`src/rtl/shift_pkg.sv`:
```
// Shared encodings for the sequential shifter: operation codes and FSM states.
package shift_pkg;

  typedef enum logic [1:0] {
    OP_ROL = 2'b00,
    OP_SLL = 2'b01,
    OP_ROR = 2'b10,
    OP_SRL = 2'b11
  } op_e;

  typedef enum logic [1:0] {
    ST_IDLE  = 2'b00,
    ST_SHIFT = 2'b01,
    ST_DONE  = 2'b10
  } state_e;

  // One stage per bit of the shift count.
  localparam int SHIFT_STAGES = 4;

endpackage

```
`src/rtl/shift_stage.sv`:
```
// One conditional stage of the log shifter: moves value by 2^stage when enabled.
module shift_stage
  import shift_pkg::*;
#(
  parameter int WIDTH = 16,
  parameter int STG_W = 2
) (
  input  logic [WIDTH-1:0] value,
  input  op_e              op,
  input  logic             enable,
  input  logic [STG_W-1:0] stage,
  output logic [WIDTH-1:0] result
);

  localparam int AMT_W = $clog2(WIDTH) + 1;

  logic [AMT_W-1:0] amt;
  logic [AMT_W-1:0] back;

  // back is the complementary distance used to wrap bits for rotates.
  always_comb begin
    amt  = AMT_W'(1) << stage;
    back = AMT_W'(WIDTH) - amt;
  end

  always_comb begin
    result = value;
    if (enable) begin
      case (op)
        OP_ROL:  result = (value << amt) | (value >> back);
        OP_SLL:  result = value << amt;
        OP_ROR:  result = (value >> amt) | (value << back);
        OP_SRL:  result = value >> amt;
        default: result = value;
      endcase
    end
  end

endmodule

```
`src/rtl/shift_seq_unit.sv`:
```
// Sequential barrel shifter: one log-shift stage per cycle, valid/ready on both sides.
module shift_seq_unit
  import shift_pkg::*;
#(
  parameter int WIDTH = 16,
  parameter int CNT_W = 4
) (
  input  logic             clk,
  input  logic             rst_n,
  input  logic             in_valid,
  output logic             in_ready,
  input  logic [1:0]       Op,
  input  logic [WIDTH-1:0] In,
  input  logic [CNT_W-1:0] Cnt,
  input  logic             flush,
  output logic             out_valid,
  input  logic             out_ready,
  output logic [WIDTH-1:0] Out,
  output logic             Zero
);

  localparam int STG_W = $clog2(CNT_W);
  localparam logic [STG_W-1:0] LAST_STAGE = STG_W'(CNT_W - 1);

  state_e           state_q, state_d;
  op_e              op_q, op_d;
  logic [CNT_W-1:0] cnt_q, cnt_d;
  logic [WIDTH-1:0] val_q, val_d;
  logic [STG_W-1:0] stage_q, stage_d;
  logic [WIDTH-1:0] stage_val;
  logic             accept;

  assign in_ready  = (state_q == ST_IDLE);
  assign out_valid = (state_q == ST_DONE);
  assign Out       = val_q;
  assign Zero      = out_valid & (val_q == '0);
  assign accept    = in_valid & in_ready & ~flush;

  shift_stage #(
    .WIDTH (WIDTH),
    .STG_W (STG_W)
  ) u_stage (
    .value  (val_q),
    .op     (op_q),
    .enable (cnt_q[stage_q]),
    .stage  (stage_q),
    .result (stage_val)
  );

  always_comb begin
    state_d = state_q;
    op_d    = op_q;
    cnt_d   = cnt_q;
    val_d   = val_q;
    stage_d = stage_q;

    case (state_q)
      ST_IDLE: begin
        if (accept) begin
          op_d    = op_e'(Op);
          cnt_d   = Cnt;
          val_d   = In;
          stage_d = '0;
          state_d = (Cnt != '0) ? ST_SHIFT : ST_DONE;
        end
      end
      ST_SHIFT: begin
        val_d   = stage_val;
        stage_d = stage_q + STG_W'(1);
        if (stage_q == LAST_STAGE) begin
          state_d = ST_DONE;
        end
      end
      ST_DONE: begin
        if (out_ready) begin
          state_d = ST_IDLE;
        end
      end
      default: state_d = ST_IDLE;
    endcase

    // Abort wins over both the input accept and the output handshake.
    if (flush) begin
      state_d = ST_IDLE;
      stage_d = '0;
    end
  end

  always_ff @(posedge clk or negedge rst_n) begin
    if (!rst_n) begin
      state_q <= ST_IDLE;
      op_q    <= OP_ROL;
      cnt_q   <= '0;
      val_q   <= '0;
      stage_q <= '0;
    end else begin
      state_q <= state_d;
      op_q    <= op_d;
      cnt_q   <= cnt_d;
      val_q   <= val_d;
      stage_q <= stage_d;
    end
  end

endmodule

```
`config.mk`:
```
export PLATFORM = sky130hd
export DESIGN_NAME = shift_seq_unit
export DESIGN_NICKNAME = d
export VERILOG_FILES = /design/src/rtl/shift_pkg.sv /design/src/rtl/shift_stage.sv /design/src/rtl/shift_seq_unit.sv
export SDC_FILE = /design/constraint.sdc
export NUM_CORES = 1
export LEC_CHECK = 0
export CORE_UTILIZATION = 35
export CTS_BUF_LIST = sky130_fd_sc_hd__clkbuf_8
export DETAILED_ROUTE_END_ITERATION = 16
export GPL_ROUTABILITY_DRIVEN = 0
export GPL_TIMING_DRIVEN = 1
export PLACE_DENSITY = 0.67
export SYNTH_ARGS = -nofsm -noshare
export SYNTH_HDL_FRONTEND = slang
export SYNTH_HIERARCHICAL = 1
export SYNTH_SLANG_ARGS = --single-unit
```
`constraint.sdc`:
```
create_clock -name clk -period 3.74 [get_ports clk]
set_input_delay 0.561 -clock clk [delete_from_list [all_inputs] [get_ports clk]]
set_output_delay 0.561 -clock clk [all_outputs]
set_load 0.01 [all_outputs]
```
[Yosys cells after proc, flatten, opt, wreduce, memory -nomap -nowiden]
Index checks and enable logic that the tools add are counted.
Cells by class
  equality and inequality tests: 11
  shift operators: 5
  $lt $le $gt $ge: 1
  add/sub/neg operators: 2
  bitwise logic cells: 6
  reduce and logical (&&, ||, !) cells: 10
  muxes and demuxes: 15
Operators with widths (count)
  16-bit one-hot mux with 4 select lines: 1
  16-bit two-way mux: 2
  16-bit OR: 2
  16-bit one-hot mux with 2 select lines: 1
  16-bit by 5-bit << shifter with 16-bit output: 2
  16-bit by 5-bit right shift with 16-bit output: 2
  16-bit zero test: 1
  2-bit two-way mux: 7
  2-bit == test, second input constant: 4
  2-bit one-hot mux with 3 select lines: 1
  3-bit AND reduction: 2
  1-bit by 2-bit << shifter with 5-bit output, first input constant: 1
  5-bit subtractor, first input constant: 1
  2-bit by 1-bit == test with 1-bit output, second input constant: 2
  2-bit zero test: 2
  2-bit by 1-bit inequality test with 1-bit output, second input constant: 2
  2-bit one-hot mux with 2 select lines: 1
  2-bit AND reduction: 2
  4-bit nonzero test: 1
  1-bit AND: 3
  2-bit by 3-bit < comparator with 1-bit output, second input constant: 1
  3-bit by 1-bit inequality test with 1-bit output, second input constant: 1
  3-bit by 2-bit inequality test with 1-bit output, second input constant: 1
  3-bit inequality test, second input constant: 1
  6 further kinds: 6
Storage, ports and cells
  word-level logic and storage cells: 55
  flip-flop bits (word level): 26
  output and inout port bits: 19

[Longest topological paths before layout]
  depth in word-level cells: 7
  mapped depth: 12
  mapped depth without buffers: 9

[By module]
Netlist, hierarchy kept.
By module, submodules not included
  shift_stage: cells each 192, sequential area each 0.0 µm², instances 1, area an instance 1537.7 µm²
  shift_seq_unit: cells each 99, sequential area each 650.6 µm², instances 1, area an instance 1373.8 µm²

[Worst setup path after synthesis]
OpenSTA, ideal clock, no wires.
  path kind: register -> register
  from: register stage_q[0]
  to: register val_q[3] (netlist: Out[3])
  arrival time: 2.765 ns
  cell stages (with the launch flop): 13
  data required time: 3.615 ns
  slack: 0.850 ns
  clock period less this slack: 2.890 ns
  cell sequence: dfrtp_1 > buf_6 > buf_6 > clkbuf_1 > nand2_1 > ha_1 > buf_2 > mux2i_1 > a21oi_1 > a221oi_1 > o2bb2ai_1 > mux2_4 > mux2_4
On the way
  longest elaborated chain between the ends: 7
  elaborated cells between the ends (all ways): 15
  classes of those cells: add/sub: 1; eq/ne: 1; shift: 5; mux: 5; bitwise: 2; reduce/logical: 1
RTL lines
  from (decl): line shift_seq_unit.sv:29  | logic [STG_W-1:0] stage_q, stage_d;
  from (signal assigned): line shift_seq_unit.sv:101  | stage_q <= stage_d;
  1-bit by 2-bit << shifter with 5-bit output (*): line shift_stage.sv:22  | amt = AMT_W'(1) << stage;
  5-bit subtractor: line shift_stage.sv:23  | back = AMT_W'(WIDTH) - amt;
  16-bit by 5-bit << shifter with 16-bit output or 16-bit by 5-bit right shift with 16-bit output (tied branches): line shift_stage.sv:32, shift_stage.sv:30
  16-bit OR (on tied branches): line shift_stage.sv:32, shift_stage.sv:30
  16-bit one-hot mux with 4 select lines (*): line shift_stage.sv:29  | case (op)
  16-bit two-way mux (*): line shift_stage.sv:28  | if (enable) begin
  named net stage_val[3]: line shift_seq_unit.sv:30  | logic [WIDTH-1:0] stage_val;
  16-bit one-hot mux with 2 select lines (*): line shift_seq_unit.sv:57  | case (state_q)
  to (signal assigned): line shift_seq_unit.sv:100  | val_q <= val_d;
  to (decl): line shift_seq_unit.sv:28  | logic [WIDTH-1:0] val_q, val_d;
Mark *: on every way through the listed nets, which the timed path passes. The rest lies on a longest branch. The select of a mux whose other input is x is not followed.
A chain may end at the register's enable or synchronous reset.

[Worst setup path after layout]
  from: register stage_q[1]
  to: register val_q[3] (netlist: Out[3])
The elaborated chain is that of the path after synthesis.

==> flow_metrics.tcl <==
set metrics [dict create \
    cts-buffers-inserted 3 \
    row_count 32 \
    power_density_mw_per_mm2 519 \
    timing.final.ws_setup_ns 0.845 \
    post-route-util 0.434 \
    die_area_mm2 0.00869 \
    rsz0062_at_grt "false" \
    clk_latency_ns 0.28 \
    cp.arrival_ns 3.07 \
    cts.htree.levels 1 \
    drive_above_1_share 0.229 \
    ctsResizeCount 0 \
    cts-root-buf "clkbuf_8" \
    worst_slew_pin_slew_ns 1.12 \
    drt_wl_total_um 8290 \
    vias 2658 \
    r2r_end "Out[3]$_DFFE_PN0P_" \
    grt-ovfl-total 0 \
    yosysSeqAreaShare 0.223 \
    hold_buffers 0 \
    r2r_start "stage_q[1]$_DFFE_PN0P_" \
    dp_slack_ns 0.943 \
    fmax_ghz 0.345 \
    postRouteAntennaNets 0 \
    grt_start_max_net_pins 50 \
    netlist_instances 291 \
    finalClockSkew_ns 0.00367 \
    power_leakage_nw 1.27 \
    netlist_top_cells_area "dfrtp_1, mux2_2, mux4_2, mux2_4, mux4_1" \
    total_power_mw 1.77 \
    placed_cells 413 \
    clk_pin_slew_worst_paths_ns 0.10 \
    hold_viol_final 0 \
    postPlaceCellArea_mm2 0.00335 \
    whs_path_depth 1 \
    layout.nets 345 \
    start_util 0.369 \
    portBuffers 45 \
    synth_ff_type "dfrtp_1" \
    setup_viol 0 \
    yosysTopAreaCell "dfrtp_1" \
    ios 46 \
    relSlewSlack 0.251 \
    grt_util_met3 0.0390 \
    r2r_setup_slack_ns 0.85 \
    clk_path_buf_depth 2 \
    design_area_mm2 0.00342 \
    ys_warn_count 6 \
    hpwl_um 5500 \
    filler_cell_count 769 \
    busiest_layer "met2" \
    grt_pass1_vias 2554 \
    antenna_found_initial 0 \
    ys_types 55 \
    antenna_cells 0 \
    syn_avg_cell_area_um2 10.0 \
    die_w_um 93.2 \
    period_share 0.774 \
    min_path_type "reg2reg" \
    synth.cell_area_mm2 0.00291 \
    syn2layout_area_growth_pct 17.5 \
    grt_pass1_wl_um 13300 \
    ys_top_cells_by_count "dfrtp_1, mux2_2, nor2_1" \
    drv_cap 0 \
    crit_start "stage_q[1]$_DFFE_PN0P_" \
    worstPathRequired_ns 3.92 \
    synth-seq-cells 26 \
    synth_nets 320 \
    endpoint_kind "flop" \
    drc 0 \
    die_h_um 93.2 \
    cts_tree "done" \
    synthArstFlopShare 1.00 \
    startpoint_type "flop" \
    initialDrtViolationCount 239 \
    slew_viol_final 0 \
    holdWs_ns 0.521 \
    layout_min_cycle_time_ns 2.89 \
    coreArea_mm2 0.00789 \
    synth-edff-count 0 \
    hp-start "cnt_q[1]$_DFFE_PN0P_" \
    worstHoldEndpoint "cnt_q[1]$_DFFE_PN0P_" \
    r2r_cells 10 \
    cp_max_fo 12 \
    wl_per_cell_um 19.9 \
    grt_util_met2 0.316 \
    dr.pass1.iters 5 \
    final.setup.tns_ns 0 \
    grt_usage 0.194 \
    cts.sinks 26 \
    final_cells 417 \
    vias_per_cell 6.37 \
    post-cts-setup-buffers 0 \
    use_met1 0.265 \
    synth.top_cell.area_share 0.223 \
    irDropWorstVdd_mv 0.231 \
    outcome "completed" \
    path_class "reg2reg" \
]
layout make-up:
type / count / area [um2] / area share
Multi-Input combinational cell: 227 / 2050 / 0.600
Sequential cell: 26 / 652 / 0.190
Timing Repair Buffer: 50 / 488 / 0.143
Tap cell: 102 / 128 / 0.0373
Clock buffer: 3 / 41.3 / 0.0121
Clock inverter: 1 / 30.0 / 0.00878
Inverter: 8 / 30.0 / 0.00878
worst max-delay path, stage by stage, from the launching register on:
cell and delay, ns:
dfrtp_1 0.45, nor2_1 0.11, buf_4 0.15, inv_1 0.05, ha_1 0.57, mux2i_1 0.23
a21oi_1 0.09, a221oi_1 0.47, o2bb2ai_1 0.14, mux2_4 0.27, mux2_4 0.25
where the power goes:
part           leakage [nW]  internal (mW)  switching (mW)
sequential            0.309          0.350           0.273
combinational         0.922          0.540           0.368
clock                0.0357          0.144           0.100
routing by layer:
layer  part of all wire  vias up
li1                   -     1171
met1               0.42     1279
met2               0.47      181
met3              0.093       27
met4              0.020        0
met5                  0        -
sequential cells by signal, summed over array words and instances (netlist names):
name,count
cnt_q,4
op_q,2
stage_q,2
state_q,2
Out,16
logic make-up (layout without fill, tap and decap cells):
logic type / count (synthesis) / count (layout) / share of synthesized area
muxes: 67 / 67 / 0.361
AOI/OAI and AO/OA: 74 / 74 / 0.187
adders and majority gates: 2 / 2 / 0.00859
DFF: 26 / 26 / 0.223
and+or+nand+nor: 84 / 84 / 0.148
buffers and inverters: 38 / 62 / 0.0722
worst max-delay path by stage:
stage	to	slack [ns]
floorplan	Out[3]$_DFFE_PN0P_	0.85
global placement	Out[3]$_DFFE_PN0P_	0.95
detailed placement	Out[3]$_DFFE_PN0P_	0.94
CTS	Out[3]$_DFFE_PN0P_	0.91
global route	Out[3]$_DFFE_PN0P_	0.64
finish	Out[3]$_DFFE_PN0P_	0.85
placed cells by master (no fill, tap or decap), types with 3 or more instances in the layout:
cell type / n
clkdlybuf4s50_1: 45
mux2_2: 26
dfrtp_1: 25
nor2_1: 25
nand2_1: 16
o21ai_0: 15
mux2_4: 14
mux4_2: 13
a21oi_1: 10
nor2b_1: 9
inv_1: 7
mux2i_1: 7
mux4_1: 7
nor4_1: 5
nand3_1: 5
nand2b_1: 5
nor3_1: 5
a211oi_1: 5
buf_4: 5
o211ai_1: 4
a221oi_1: 4
a211o_1: 4
a31oi_1: 4
and2_1: 4
clkbuf_8: 3
o2bb2ai_1: 3
a21o_1: 3
(Power assumes the default switching activity.)
